===== config.mk =====
export PLATFORM = sky130hd
export DESIGN_NAME = io_uart_tx
export DESIGN_NICKNAME = d
export VERILOG_FILES = /design/src/rtl/io_uart_tx.sv
export SDC_FILE = /design/constraint.sdc
export NUM_CORES = 1
export LEC_CHECK = 0
export BUFFER_PORTS_ARGS = -buffer_cell sky130_fd_sc_hd__buf_4
export CAP_MARGIN = 40
export CORE_AREA = 2 2 157 159
export DETAILED_ROUTE_END_ITERATION = 12
export DIE_AREA = 0 0 159 161
export PLACE_DENSITY_LB_ADDON = 0.08
export SLEW_MARGIN = 20
export SYNTH_ARGS = -nofsm -noshare
export SYNTH_HDL_FRONTEND = slang
export SYNTH_SLANG_ARGS = --single-unit

===== constraint.sdc =====
create_clock -name clk -period 5.6 [get_ports clk]
set_input_delay 1.68 -clock clk [delete_from_list [all_inputs] [get_ports clk]]
set_output_delay 1.68 -clock clk [all_outputs]
set_load 0.02 [all_outputs]

===== src/rtl/io_uart_tx.sv =====
// -----------------------------------------------------------------------------
// io_uart_tx
//
// Serial sink for the core's memory-mapped output port. Every din_ready strobe
// pushes one 32-bit word into a small FIFO; the transmitter pops words one at a
// time and sends each as four UART frames, least significant byte first and
// least significant bit first within a byte. The core cannot be stalled, so a
// push into a full FIFO is dropped and recorded in a sticky overflow flag.
//
// Optional feature (compile-time macro IO_UART_TX_PARITY_EN):
//   defined   - an even-parity bit follows the eight data bits (8E1 frames,
//               11 bit times per byte).
//   undefined - plain 8N1 frames (10 bit times per byte).
//
// Parameters:
//   CLKS_PER_BIT  clock cycles per UART bit time (>= 2)
//   FIFO_DEPTH    number of 32-bit word entries (power of two, >= 2)
//
// Ports:
//   clk         system clock, rising edge
//   reset       asynchronous, active-high reset
//   din         word from the core
//   din_ready   single-cycle write strobe, sampled every rising edge
//   tx          UART serial line, idles high (registered)
//   busy        FIFO non-empty or a word in flight (combinational from state)
//   overflow    sticky: a word was dropped because the FIFO was full
//   fifo_count  number of words currently stored (registered)
// -----------------------------------------------------------------------------
module io_uart_tx #(
    parameter int unsigned CLKS_PER_BIT = 16,
    parameter int unsigned FIFO_DEPTH   = 8
) (
    input  logic                          clk,
    input  logic                          reset,
    input  logic [31:0]                   din,
    input  logic                          din_ready,
    output logic                          tx,
    output logic                          busy,
    output logic                          overflow,
    output logic [$clog2(FIFO_DEPTH):0]   fifo_count
);

    localparam int unsigned PTR_W  = $clog2(FIFO_DEPTH);
    localparam int unsigned CNT_W  = PTR_W + 1;
    localparam int unsigned BAUD_W = (CLKS_PER_BIT > 1) ? $clog2(CLKS_PER_BIT) : 1;

    localparam logic [BAUD_W-1:0] BAUD_LAST  = BAUD_W'(CLKS_PER_BIT - 1);
    localparam logic [CNT_W-1:0]  FULL_COUNT = CNT_W'(FIFO_DEPTH);
    localparam logic [CNT_W-1:0]  CNT_ONE    = CNT_W'(1);
    localparam logic [PTR_W-1:0]  PTR_ONE    = PTR_W'(1);

`ifdef IO_UART_TX_PARITY_EN
    typedef enum logic [2:0] {
        StIdle,
        StStart,
        StData,
        StParity,
        StStop
    } state_e;
`else
    typedef enum logic [1:0] {
        StIdle,
        StStart,
        StData,
        StStop
    } state_e;
`endif

    // -------------------------------------------------------------------------
    // Word FIFO
    // -------------------------------------------------------------------------
    logic [31:0]      mem_q [FIFO_DEPTH];
    logic [PTR_W-1:0] wr_ptr_q;
    logic [PTR_W-1:0] rd_ptr_q;
    logic [CNT_W-1:0] count_q;
    logic             overflow_q;

    logic             fifo_empty;
    logic             fifo_full;
    logic             pop;
    logic             push;
    logic             drop;

    // Transmitter state, declared here because the pop decision depends on it.
    state_e           state_q;

    assign fifo_empty = (count_q == '0);
    assign fifo_full  = (count_q == FULL_COUNT);

    // The transmitter only takes a new word from IDLE, and only one that was
    // already stored at the previous edge (count is registered), so a word
    // pushed at edge N is popped at edge N+1 at the earliest.
    assign pop  = (state_q == StIdle) && !fifo_empty;

    // A pop on the same edge frees the head slot, so a push into a full FIFO
    // is still accepted in that case.
    assign push = din_ready && (!fifo_full || pop);
    assign drop = din_ready && fifo_full && !pop;

    always_ff @(posedge clk or posedge reset) begin
        if (reset) begin
            wr_ptr_q   <= '0;
            rd_ptr_q   <= '0;
            count_q    <= '0;
            overflow_q <= 1'b0;
        end else begin
            // Pointers are exactly PTR_W bits wide, so they wrap modulo depth.
            if (push) begin
                wr_ptr_q <= wr_ptr_q + PTR_ONE;
            end
            if (pop) begin
                rd_ptr_q <= rd_ptr_q + PTR_ONE;
            end
            unique case ({push, pop})
                2'b10:   count_q <= count_q + CNT_ONE;
                2'b01:   count_q <= count_q - CNT_ONE;
                default: count_q <= count_q;
            endcase
            if (drop) begin
                overflow_q <= 1'b1;
            end
        end
    end

    // Storage needs no reset: stale entries are unreachable once the pointers
    // and count are cleared.
    always_ff @(posedge clk) begin
        if (push) begin
            mem_q[wr_ptr_q] <= din;
        end
    end

    // -------------------------------------------------------------------------
    // Serialiser
    // -------------------------------------------------------------------------
    logic [31:0]       shift_q;
    logic [1:0]        byte_idx_q;
    logic [2:0]        bit_idx_q;
    logic [BAUD_W-1:0] baud_q;
    logic              tx_q;

    logic [7:0]        cur_byte;
    logic [2:0]        next_bit;
    logic              baud_done;

    // The byte on the wire always sits in the low eight bits; the register is
    // shifted down by a byte only when a frame completes.
    assign cur_byte  = shift_q[7:0];
    assign next_bit  = bit_idx_q + 3'd1;
    assign baud_done = (baud_q == BAUD_LAST);

    always_ff @(posedge clk or posedge reset) begin
        if (reset) begin
            state_q    <= StIdle;
            shift_q    <= '0;
            byte_idx_q <= '0;
            bit_idx_q  <= '0;
            baud_q     <= '0;
            tx_q       <= 1'b1;
        end else begin
            unique case (state_q)
                StIdle: begin
                    tx_q   <= 1'b1;
                    baud_q <= '0;
                    if (!fifo_empty) begin
                        shift_q    <= mem_q[rd_ptr_q];
                        byte_idx_q <= '0;
                        bit_idx_q  <= '0;
                        tx_q       <= 1'b0;
                        state_q    <= StStart;
                    end
                end

                StStart: begin
                    if (baud_done) begin
                        baud_q    <= '0;
                        bit_idx_q <= '0;
                        tx_q      <= cur_byte[0];
                        state_q   <= StData;
                    end else begin
                        baud_q <= baud_q + 1'b1;
                    end
                end

                StData: begin
                    if (baud_done) begin
                        baud_q <= '0;
                        if (bit_idx_q == 3'd7) begin
`ifdef IO_UART_TX_PARITY_EN
                            tx_q    <= ^cur_byte;
                            state_q <= StParity;
`else
                            tx_q    <= 1'b1;
                            state_q <= StStop;
`endif
                        end else begin
                            bit_idx_q <= next_bit;
                            tx_q      <= cur_byte[next_bit];
                        end
                    end else begin
                        baud_q <= baud_q + 1'b1;
                    end
                end

`ifdef IO_UART_TX_PARITY_EN
                StParity: begin
                    if (baud_done) begin
                        baud_q  <= '0;
                        tx_q    <= 1'b1;
                        state_q <= StStop;
                    end else begin
                        baud_q <= baud_q + 1'b1;
                    end
                end
`endif

                StStop: begin
                    if (baud_done) begin
                        baud_q <= '0;
                        if (byte_idx_q != 2'd3) begin
                            // Next byte of the same word follows with no gap.
                            byte_idx_q <= byte_idx_q + 2'd1;
                            shift_q    <= {8'h00, shift_q[31:8]};
                            tx_q       <= 1'b0;
                            state_q    <= StStart;
                        end else begin
                            // One IDLE cycle separates consecutive words.
                            tx_q    <= 1'b1;
                            state_q <= StIdle;
                        end
                    end else begin
                        baud_q <= baud_q + 1'b1;
                    end
                end

                default: begin
                    tx_q    <= 1'b1;
                    baud_q  <= '0;
                    state_q <= StIdle;
                end
            endcase
        end
    end

    // -------------------------------------------------------------------------
    // Outputs
    // -------------------------------------------------------------------------
    assign tx         = tx_q;
    assign overflow   = overflow_q;
    assign fifo_count = count_q;
    assign busy       = (state_q != StIdle) || (count_q != '0);

endmodule


== Yosys cells after proc, flatten, opt, wreduce, memory -nomap -nowiden ==
Memory sizes are Yosys's and may differ from the RTL's.
Cells that the tools add are included.

* Flip-flop bits (word level): 55
* Memory bits (writable): 256
* Bits of input ports: 35
* Output and inout port bits: 7
* Logic and storage cells: 90
* Memories kept: 1

{| class="wikitable"
|+ Memories
! memory !! words !! width !! read ports !! clocked after memory_dff !! wr ports !! RTL line !! RTL
|-
| mem_q || 8 || 32 || 1 || 0 || 1 || 72 || <nowiki>logic [31:0] mem_q [FIFO_DEPTH];</nowiki>
|}

* Add/subtract/negate cells: 7
* Magnitude comparators: 1
* Equality and inequality tests: 16
* Multiplexer cells: 34
* Reduce and logical (&&, ||, !) cells: 21

{| class="wikitable"
|+ Operators by type and width
! operator !! count
|-
| $mux 32 || 3
|-
| $pmux 32 s2 || 1
|-
| $mux 2 || 8
|-
| $ne 2x2->1 const B || 8
|-
| $pmux 4 s2 || 2
|-
| $mux 3 || 4
|-
| $mux 1 || 10
|-
| $reduce_and 5->1 || 2
|-
| $add 3x1->3 const B || 3
|-
| $pmux 3 s3 || 1
|-
| $add 4x1->4 const B || 2
|-
| $eq 4x4->1 const B || 2
|-
| $pmux 2 s4 || 1
|-
| $eq 2x2->1 const B || 3
|-
| $reduce_bool 2->1 || 3
|-
| $eq 2x1->1 const B || 2
|-
| $logic_and 1x1->1 || 4
|-
| $logic_not 4->1 || 1
|-
| $lt 3x4->1 const B || 1
|-
| $mux 4 || 1
|-
| $pmux 1 s4 || 1
|-
| $pmux 2 s2 || 1
|-
| $reduce_and 4->1 || 1
|-
| $reduce_bool 4->1 || 1
|-
| 10 further kinds || 13
|}

== Longest topological paths before layout ==
Gate-level depths: netlist of the first run.

* Depth after elaboration: 7
* Gate-level depth with buffers: 10
* Mapped depth without buffers: 9

== Worst setup path after synthesis of the first run ==
OpenSTA, ideal clock, no wires.

* Path type: input to register
* Start point: input port din_ready
* End point: memory mem_q[0][0], enable pin
* Setup time: 0.501 ns
* Data arrival time: 4.905 ns
* Required time: 5.099 ns
* Path slack: 0.194 ns
* Stages on the path: 2
* Buffers on the path: 0
* Cells stage by stage: o21ai_1 -> nor4_1

* Cells in the longest elaborated chain, start to end: 3

{| class="wikitable"
|+ RTL lines
! element !! RTL line !! RTL
|-
| start: declaration || 36 || <nowiki>input logic din_ready,</nowiki>
|-
| $logic_and 1x1->1 || 97 || <nowiki>assign push = din_ready && (!fifo_full || pop);</nowiki>
|-
| $mux 1 || 128 || <nowiki>if (push) begin</nowiki>
|-
| $mux 1 (implied by the code) || 129 || <nowiki>mem_q[wr_ptr_q] <= din;</nowiki>
|-
| end: declaration || 72 ||
|}

No other way between the ends.

== Final worst setup path of the first run ==
* Start point: register state_q[0]
* End point: output port busy

* Cells in the longest elaborated chain, start to end: 2

{| class="wikitable"
|+ RTL lines
! element !! RTL line !! RTL
|-
| start: declaration || 85 || <nowiki>state_e state_q;</nowiki>
|-
| start signal: assignment || 154 || <nowiki>state_q <= StIdle;</nowiki>
|-
| start signal: assignment || 170 || <nowiki>state_q <= StStart;</nowiki>
|-
| start signal: assignment || 179 || <nowiki>state_q <= StData;</nowiki>
|-
| $reduce_bool 2->1 || 251 || <nowiki>assign busy = (state_q != StIdle) || (count_q != '0);</nowiki>
|-
| $logic_or 1x1->1 || 251 ||
|-
| end: declaration || 38 || <nowiki>output logic busy,</nowiki>
|}

No other way between the ends.

==> results of run 1 <==
power by group:
group,leakage [nW],switching (mW),internal [mW]
registers,2.99,0.327,3.00
logic,1.42,1.16,1.03
clock network,0.503,0.814,1.24
routing by layer:
| metal | GRT usage [%] | vias to the layer above |
|---|---|---|
| met1 | 27.8 | 3248 |
| li1 | - | 2728 |
| met4 | 4.79 | 0 |
| met2 | 30.9 | 141 |
| met5 | 0 | - |
| met3 | 2.52 | 38 |
area by class of cell:
cell class | count | area share (%)
well taps | 324 | 2.86
flip-flops and latches | 311 | 64.1
clock inverters | 19 | 1.54
multi-input cells | 288 | 21.8
clock buffers | 38 | 5.67
inverters | 9 | 0.239
repair buffers | 65 | 3.79
stage by stage:
stage                     utilization [%]  total power, mW  worst slack [ns]  hold WS, ns  cell area, µm²
after floorplan                         -             4.89             0.194        0.456           12300
after global placement               54.4             5.48              1.77        0.445           13000
after detailed placement             54.7             5.59              2.12        0.448           13100
after CTS                            59.0             7.65              1.91        0.461           14100
after global routing                 59.0             7.96              1.78        0.500           14100
final                                59.0             7.57              1.95        0.458           14100
placed cells by master, fill, tap and decap left out, drive strengths merged, types with 9 or more instances in the layout:
cell,count
a221o,11
buf,65
clkbuf,38
clkinv,13
dfrtp,54
edfxtp,256
ha,11
inv,9
mux2i,32
mux4,62
nand2,15
nor2,25
nor2b,10
nor3,33
logic make-up (layout without fill, tap and decap cells):
kind of cell	count (synthesis)	after routing	synth area share [%]
AOI/OAI and AO/OA	65	65	4.35
xor gates and xnor gates	8	8	0.570
adders and majority gates	11	11	1.12
buffers and inverters	43	131	1.66
DFF	311	311	73.7
muxes	99	99	14.4
and+or+nand+nor	105	105	4.21
flip-flops by register name (all words and copies together), names as in the netlist:
name and flops:
shift_q 32, fifo_count 4, wr_ptr_q 3, state_q 2, bit_idx_q 3, rd_ptr_q 3
overflow 1, tx 1, byte_idx_q 2, mem_q 256, baud_q 4
worst max-delay path by stage:
stage | to | cells after the start
floorplan | mem_q[0][0] | 2
global placement | mem_q[4][19] | 4
detailed placement | mem_q[7][7] | 5
CTS | busy | 4
global route | busy | 4
finish | busy | 4
==> key figures, run 1 <==
Layout
  • Final Net Count: 752
  • Final Non-Filler Cells: 1054
  • Share of layout cells above drive strength 1: 26.7%
  • Filler cells: 1816
  • Number of diodes: 0
  • Sequential standard cell area: 0.00907 mm²
  • Multi-input logic area: 0.00308 mm²
  • Area grow syn2layout: 15.0%

Global routing
  • Total grt overflow: 0
  • Vias in the first global route: 6417
  • Gr usage total: 19.0%
  • Largest net degree at the start of global routing: 56
  • First-pass GRT wire length: 37.6 mm
  • Initial antenna violation count: 0

Worst setup path
  • Slack of the worst reg-to-reg path: 2.59 ns
  • WS Path Type: register to output pin
  • Crit-path cells: inv_1 > ha_1 > nand2_1 > buf_4
  • CP max stage delay: 0.51 ns
  • Worst endpoint data arrival time: 1.97 ns
  • Critical path startpoint: state_q[0]
  • Crit path max fanout: 12
  • Critical path's slowest cell: ha_1
  • End of the worst register-to-register path: shift_q[2]
  • CP top delay family: adder cells
  • Startpoint Class: register
  • R2R Path Start: state_q[0]
  • R2r worst-path depth: 6
  • Worst EP required: 3.92 ns
  • Crit path buffers/inverters: 2
  • Worst Setup End Kind: output pin

Yosys
  • Ys Warns: 0
  • Mapped Area: 0.0123 mm²
  • Synth async-reset ratio: 17.7%
  • Avg Inst Size Synth: 19.2 µm²
  • Synth top area share: 62.5%
  • Syn Inst Count: 642
  • Post-Syn Nets: 688
  • Top FF cell, synth: edfxtp_1
  • Area leader, netlist: edfxtp_1
  • Synth Register Bits: 311
  • Post-synth top cells: 256 x edfxtp_1, 62 x mux4_2, 54 x dfrtp_1
  • Count leader, synth: edfxtp_1
  • Sequential element share of the synthesized area: 73.7%
  • Number of synthesized flops with an enable pin: 256
  • Synth area leaders: edfxtp_1 62%, mux4_2 11%, dfrtp_1 11%
  • Count of different cell masters after synthesis: 48

Clocking
  • Cts bufs inserted: 31
  • CTS sink count: 311
  • Clock Tree Buf Depth: 3
  • H-Tree Depth: 1
  • Post-cts hold buffer count: 0
  • Post-CTS sizing: 0
  • Register clock-pin slew on the reported worst setup and hold paths: 0.06 ns
  • CTS Root Cell: clkbuf_16
  • Worst skew pair latency: 0.54 ns
  • CTS tree: built
  • Setup bufs post-CTS: 0

Timing
  • Slew HR: 43.5%
  • Final Hold Violating Endpoints: 0
  • F_max: 274 MHz
  • Post-layout minimum cycle time: 3.65 ns
  • Period Utilization, post-route: 65.2%
  • Setup TNS: 0 ns
  • Worst-margin pin slew: 0.846 ns
  • Final Max Tran Viols: 0
  • Clk_skew: 0.0117 ns
  • Final setup fails: 0
  • RSZ-0062 raised after global routing: false

Pwr
  • P per Cell Area: 535 mW/mm²
  • P_leak: 4.91 nW
  • Max VDD drop: 0.260 mV

Detailed routing
  • Detail Route met2 WL: 11.4 mm
  • Met3 WL post-DR: 949 µm
  • Highest metal used: met4
  • DRC violation count after routing: 0
  • Wl on met1: 10.8 mm
  • Via/cell ratio: 5.84
  • Final wirelength: 23.6 mm
  • Vias post-DR: 6155
  • Wire per inst: 22.4 µm
  • DRT Pass-1 Iters: 5
  • Final ANT Viol Nets: 0
  • Starting DRT DRC Count: 538

Min path
  • Hold wc startpoint: overflow
  • WHS Path Cells: 1
  • Hold Path Class: register to register
  • WHS Endpoint: overflow

Die
  • Die H: 161 µm
  • Initial Util: 51.3%
  • Die area: 0.0256 mm²
  • Chip Width: 159 µm
  • Number of I/O pins: 42
  • Row cnt: 57
  • Core Area: 0.0240 mm²

Placement
  • Final GP Congestion: 0.794
  • Placed cells: 996
  • Dpl hpwl: 15.0 mm
  • PortBufs: 41

Job
  • Max Cap Viol: 0

Run status
  • Outcome: finished, final reports clean
No activity file was read; power rests on OpenSTA's default activity.
==> run 2, diff against run 1 <==
- clock period: 5.6 -> 3.2 ns (I/O delays scaled with it)
==> run 2 against run 1 <==
Net effect:
- clock skew up 0.0030 ns
- combinational power up 81%
- first-iteration DRC count up 5.0%
- clock-buffer cell count down 3
- register-to-register slack worse by 2.0 ns
- non-clock buffer count up 6
- sequential share of layout area up 0.10 points
==> key figures, run 2 (synthesis results as in run 1) <==
Worst setup path
  • Worst Setup End Kind: output pin (unchanged)
  • Worst EP required: 2.24 ns (was 3.92 ns)
  • Startpoint Class: register (unchanged)
  • Crit-path cells: nor4_2 > nand2_1 > buf_4 (was inv_1 > ha_1 > nand2_1 > buf_4)
  • WS Path Type: register to output pin (unchanged)
  • Slack of the worst reg-to-reg path: 0.63 ns (was 2.59 ns)
  • Critical path's slowest cell: nor4_2 (was ha_1)
  • Worst endpoint data arrival time: 1.92 ns (was 1.97 ns)
  • R2r worst-path depth: 7 (was 6)
  • Crit path max fanout: 6 (was 12)
  • CP max stage delay: 0.53 ns (was 0.51 ns)

Layout
  • Largest register FFs: 256 (unchanged)
  • Most common cell after layout, fill and taps aside: edfxtp_1 (unchanged)
  • Final Non-Filler Cells: 1058 (was 1054)
  • Biggest regs: mem_q (256), shift_q (32) (unchanged)
  • Area grow syn2layout: 14.8% (was 15.0%)
  • Final Net Count: 758 (was 752)
  • Share of layout cells above drive strength 1: 26.7% (about the same)
  • Most flop-heavy register: mem_q (unchanged)
  • Most frequent cells in the layout: 256 x edfxtp_1, 66 x buf_4, 62 x mux4_2, 51 x dfrtp_1, 32 x mux2i_1 (was 256 x edfxtp_1, 62 x mux4_2, 61 x buf_4, 51 x dfrtp_1, 32 x mux2i_1)
  • Number of diodes: 0 (unchanged)

Clocking
  • CTS Root Cell: clkbuf_16 (unchanged)
  • Setup bufs post-CTS: 0 (unchanged)
  • Worst skew pair latency: 0.55 ns (was 0.54 ns)
  • Post-CTS sizing: 0 (unchanged)
  • CTS tree: built (unchanged)
  • Cts bufs inserted: 31 (unchanged)
  • Clock Tree Buf Depth: 3 (unchanged)
  • H-Tree Depth: 1 (unchanged)
  • CTS sink count: 311 (unchanged)
  • Register clock-pin slew on the reported worst setup and hold paths: 0.06 ns (about the same)
  • Post-cts hold buffer count: 0 (unchanged)

Global routing
  • Gr usage total: 20.1% (was 19.0%)
  • Initial antenna violation count: 0 (unchanged)
  • Total grt overflow: 0 (unchanged)
  • Vias in the first global route: 6641 (was 6417)
  • Largest net degree at the start of global routing: 35 (was 56)
  • First-pass GRT wire length: 39.1 mm (was 37.6 mm)

Die
  • Core Area: 0.0240 mm² (unchanged)
  • Initial Util: 51.3% (unchanged)
  • Number of I/O pins: 42 (unchanged)
  • Row cnt: 57 (unchanged)
  • Die area: 0.0256 mm² (unchanged)
  • Chip Width: 159 µm (unchanged)
  • Die H: 161 µm (unchanged)

Detailed routing
  • DRC violation count after routing: 0 (unchanged)
  • Via/cell ratio: 5.91 (was 5.84)
  • Final wirelength: 25.0 mm (was 23.6 mm)
  • Wire per inst: 23.6 µm (was 22.4 µm)
  • DRT Pass-1 Iters: 5 (unchanged)
  • Vias post-DR: 6255 (was 6155)
  • Final ANT Viol Nets: 0 (unchanged)
  • Starting DRT DRC Count: 565 (was 538)

Timing
  • Final setup fails: 0 (unchanged)
  • Period Utilization, post-route: 90.1%
  • Setup TNS: 0 ns (unchanged)
  • RSZ-0062 raised after global routing: false (unchanged)
  • Worst hold slack: 0.464 ns (was 0.458 ns)
  • Final Hold Violating Endpoints: 0 (unchanged)
  • Clk_skew: 0.0148 ns (was 0.0117 ns)
  • Final Max Tran Viols: 0 (unchanged)
  • F_max: 347 MHz
  • Worst-margin pin slew: 0.797 ns (was 0.846 ns)
  • Slew HR: 46.5% (was 43.5%)
  • Post-layout minimum cycle time: 2.88 ns

Run status
  • Outcome: finished, final reports clean (unchanged)

Job
  • Max Cap Viol: 0 (unchanged)

Pwr
  • P_leak: 4.90 nW (was 4.91 nW)
  • Total power: 13.1 mW (was 7.57 mW)
  • Max VDD drop: 0.530 mV (was 0.260 mV)
  • P per Cell Area: 930 mW/mm² (was 535 mW/mm²)

Placement
  • PortBufs: 41 (unchanged)
  • Placed cells: 1001 (was 996)
  • Final GP Congestion: 0.797 (was 0.794)
  • Dpl hpwl: 15.4 mm (was 15.0 mm)

Min path
  • Hold Path Class: register to register (unchanged)
  • WHS Path Cells: 1 (unchanged)
run 2: cell types whose count changed in the layout (fill, tap and decap cells not counted), moves of 2 or more:
cell and change:
buf_12 +2, clkbuf_1 -3, bufinv_16 -3, clkinv_2 -2
clkinv_1 +6, buf_4 +5
run 2: critical path: cells and delay by family, from the launching register on:
family / cells / cell delay (ns)
flip-flops: 1 / 0.47
buffers and inverters: 1 / 0.19
AND/OR/NAND/NOR: 2 / 0.71
run 2: final timing paths:
path / from / endpoint
worst max-delay path: fifo_count[2] / busy
worst min-delay path: overflow / overflow
worst max register to register: state_q[0] / mem_q[1][20]
worst min register to register: overflow / overflow
max in group asynchronous: reset / tx
min in group asynchronous: reset / rd_ptr_q[1]
run 2: power by group:
| part | leakage, nW | total, mW | switching, mW | internal, mW |
|---|---|---|---|---|
| combinational | 1.45 | 3.96 | 2.07 | 1.89 |
| clock | 0.463 | 3.33 | 1.42 | 1.91 |
| sequential | 2.99 | 5.86 | 0.614 | 5.24 |
| total | 4.90 | 13.1 | 4.10 | 9.04 |
run 2: layout make-up:
| cell class | count | area, µm² |
|---|---|---|
| Clock inverter | 20 | 141 |
| Inverter | 9 | 33.8 |
| Timing Repair Buffer | 71 | 587 |
| Tap cell | 324 | 405 |
| Fill cell | 1806 | 9840 |
| Sequential cell | 311 | 9070 |
| Multi-Input combinational cell | 288 | 3100 |
| Clock buffer | 35 | 791 |
run 2: metal layers:
metal	routed length, µm	GRT usage (%)
met1	10900	28.8
met2	12000	32.4
met3	1260	2.95
met4	746	6.65
met5	0	0
run 2: through the flow:
step	util [%]	setup WS, ns	area [µm²]
6_report	59.0	0.317	14100
5_1_grt	59.0	0.211	14100
4_1_cts	58.9	0.279	14100
3_5_place_dp	55.0	0.511	13200
3_3_place_gp	55.0	0.604	13200
2_1_floorplan	-	-0.652	12300
==> run 3, diff against run 2 <==
- clock period: 3.2 -> 3.7 ns (I/O delays scaled with it)
==> run 3 against run 2 <==
Net effect:
- combinational power shrank 13%
- core utilization grew 0.073 points
- highest routed layer unchanged
- sequential cell count unchanged
- sequential power is 15% lower
- largest cell class unchanged
- hold slack got worse by 0.0024 ns
- clock skew down 0.0079 ns
- via count decreased by 1.9%
- non-clock buffer count fell by 6
- sequential share of layout area fell by 0.079 points
- final cell count shrank 0.57%
- critical endpoint unchanged
- critical path depth grew 1
==> key figures, run 3 (synthesis results as in run 1) <==
Clocking
  • CTS sink count: 311 (unchanged)
  • CTS tree: built (unchanged)
  • Setup bufs post-CTS: 0 (unchanged)
  • Clock Tree Buf Depth: 3 (unchanged)
  • Register clock-pin slew on the reported worst setup and hold paths: 0.06 ns (about the same)
  • CTS Root Cell: clkbuf_16 (unchanged)
  • H-Tree Depth: 1 (unchanged)
  • Post-cts hold buffer count: 0 (unchanged)
  • Cts bufs inserted: 31 (unchanged)
  • Post-CTS sizing: 0 (unchanged)
  • Worst skew pair latency: 0.54 ns (was 0.55 ns)

Pwr
  • Total power: 11.4 mW (was 13.1 mW)
  • P_sw: 3.50 mW (was 4.10 mW)
  • Gate power share: 30.4% (was 30.1%)
  • Internal power: 7.91 mW (was 9.04 mW)
  • Clock network power share: 26.0% (was 25.3%)
  • Reg power frac: 43.7% (was 44.6%)
  • Net Sw Frac: 30.7% (was 31.2%)
  • P per Cell Area: 807 mW/mm² (was 930 mW/mm²)
  • Max VDD drop: 0.874 mV (was 0.530 mV)
  • P_leak: 4.89 nW (was 4.90 nW)

Detailed routing
  • Final ANT Viol Nets: 0 (unchanged)
  • DRT Pass-1 Iters: 4 (was 5)
  • DRC violation count after routing: 0 (unchanged)
  • Via/cell ratio: 5.83 (was 5.91)
  • Starting DRT DRC Count: 480 (was 565)
  • Wire per inst: 22.9 µm (was 23.6 µm)
  • Vias post-DR: 6136 (was 6255)
  • Final wirelength: 24.1 mm (was 25.0 mm)

Global routing
  • Gr usage total: 19.4% (was 20.1%)
  • Total grt overflow: 0 (unchanged)
  • First-pass GRT wire length: 38.1 mm (was 39.1 mm)
  • Initial antenna violation count: 0 (unchanged)
  • Largest net degree at the start of global routing: 62 (was 35)
  • Vias in the first global route: 6467 (was 6641)

Die
  • Chip Width: 159 µm (unchanged)
  • Number of I/O pins: 42 (unchanged)
  • Initial Util: 51.3% (unchanged)
  • Core Area: 0.0240 mm² (unchanged)
  • Row cnt: 57 (unchanged)
  • Die H: 161 µm (unchanged)
  • Die area: 0.0256 mm² (unchanged)

Layout
  • Number of diodes: 0 (unchanged)
  • Most common cell after layout, fill and taps aside: edfxtp_1 (unchanged)
  • Area grow syn2layout: 15.0% (was 14.8%)
  • Most frequent cells in the layout: 256 x edfxtp_1, 62 x mux4_2, 58 x buf_4, 51 x dfrtp_1, 32 x mux2i_1 (was 256 x edfxtp_1, 66 x buf_4, 62 x mux4_2, 51 x dfrtp_1, 32 x mux2i_1)
  • Share of layout cells above drive strength 1: 26.5% (was 26.7%)
  • Biggest regs: mem_q (256), shift_q (32) (unchanged)
  • Largest register FFs: 256 (unchanged)
  • Final std cell area, no fill: 0.0141 mm² (about the same)
  • Most flop-heavy register: mem_q (unchanged)
  • Final Net Count: 752 (was 758)

Worst setup path
  • Worst EP required: 2.59 ns (was 2.24 ns)
  • Worst endpoint data arrival time: 1.97 ns (was 1.92 ns)
  • Crit path max fanout: 12 (was 6)
  • Startpoint Class: register (unchanged)
  • WS Path Type: register to output pin (unchanged)
  • Critical path's slowest cell: ha_1 (was nor4_2)
  • Crit-path cells: inv_1 > ha_1 > nand2_1 > buf_4 (was nor4_2 > nand2_1 > buf_4)
  • Slack of the worst reg-to-reg path: 0.81 ns (was 0.63 ns)
  • CP max stage delay: 0.50 ns (was 0.53 ns)
  • End of the worst register-to-register path: mem_q[3][17] (was mem_q[1][20])
  • R2r worst-path depth: 7 (unchanged)
  • Worst Setup End Kind: output pin (unchanged)
  • R2R Path Start: state_q[0] (unchanged)

Timing
  • Final setup fails: 0 (unchanged)
  • Worst hold slack: 0.462 ns (was 0.464 ns)
  • Worst-margin pin slew: 0.762 ns (was 0.797 ns)
  • F_max: 324 MHz
  • Final Hold Violating Endpoints: 0 (unchanged)
  • Clk_skew: 0.00690 ns (was 0.0148 ns)
  • Final Max Tran Viols: 0 (unchanged)
  • Slew HR: 49.2% (was 46.5%)
  • Period Utilization, post-route: 83.3%
  • RSZ-0062 raised after global routing: false (unchanged)
  • Post-layout minimum cycle time: 3.08 ns

Min path
  • Hold Path Class: register to register (unchanged)
  • WHS Path Cells: 1 (unchanged)
  • Hold wc startpoint: overflow (unchanged)
  • WHS Endpoint: overflow (unchanged)

Placement
  • Dpl hpwl: 14.5 mm (was 15.4 mm)
  • Final GP Congestion: 0.803 (was 0.797)
  • Placement-stage cell area: 0.0131 mm² (was 0.0132 mm²)
  • PortBufs: 41 (unchanged)

Job
  • Max Cap Viol: 0 (unchanged)

Run status
  • Outcome: finished, final reports clean (unchanged)
## run 3: changes by cell type in the layout (fill, tap and decap cells not counted), sizes merged
cell | previous run | this run
bufinv | 2 | 3
buf | 71 | 65
inv | 10 | 9
clkinv | 17 | 15
clkinvlp | 0 | 1
clkbuf | 35 | 36
## run 3: critical path: cells and delay by family, from the launching register on
kind / cells / cell delay [ns]
adder cells (fa/ha/maj): 1 / 0.50
AND/OR/NAND/NOR: 1 / 0.18
flip-flops: 1 / 0.43
buffers and inverters: 2 / 0.32
## run 3: layout make-up
cell class / count / area [µm²]
inverter: 9 / 33.8
multi-input combinational: 288 / 3100
fill: 1803 / 9820
clock buffer: 36 / 795
timing repair buffer: 65 / 569
clock inverter: 19 / 173
sequential: 311 / 9070
tap: 324 / 405
## run 3: stage by stage
| stage | setup TNS (ns) | utilization [%] | worst slack [ns] | instances |
|---|---|---|---|---|
| finish | 0 | 59.0 | 0.617 | 1052 |
| global placement | 0 | 54.8 | 0.877 | 994 |
| CTS | 0 | 58.9 | 0.576 | 1050 |
| global route | 0 | 59.0 | 0.503 | 1052 |
| floorplan | -29.01 | - | -0.302 | 642 |
| detailed placement | 0 | 54.8 | 0.791 | 995 |
## run 3: how the worst max path moves through the flow
stage / slack [ns] / startpoint / cells after the start / to
after floorplan: -0.30 / din_ready / 2 / mem_q[4][0]
after global placement: 0.88 / state_q[0] / 7 / mem_q[5][10]
after detailed placement: 0.79 / state_q[0] / 7 / mem_q[5][6]
after CTS: 0.58 / fifo_count[2] / 3 / busy
after global routing: 0.50 / state_q[1] / 4 / busy
final: 0.62 / state_q[0] / 4 / busy
## run 3: power groups by stage
stage / clock network, mW / logic, mW / registers, mW
after floorplan: 0 / 2.53 / 4.88
after global placement: 0 / 3.28 / 5.13
after detailed placement: 0 / 3.35 / 5.18
after CTS: 3.04 / 3.36 / 5.11
after global routing: 3.19 / 3.78 / 5.05
final: 2.96 / 3.46 / 4.98
## run 3: layer usage
| metal | GRT usage (%) | wire [µm] | share of wire, % | vias to the layer above |
|---|---|---|---|---|
| li1 | - | - | - | 2732 |
| met2 | 31.7 | 11700 | 49 | 165 |
| met3 | 2.80 | 1120 | 4.6 | 49 |
| met4 | 5.37 | 594 | 2.5 | 0 |
| met5 | 0 | 0 | 0 | - |
| met1 | 27.7 | 10700 | 44 | 3190 |
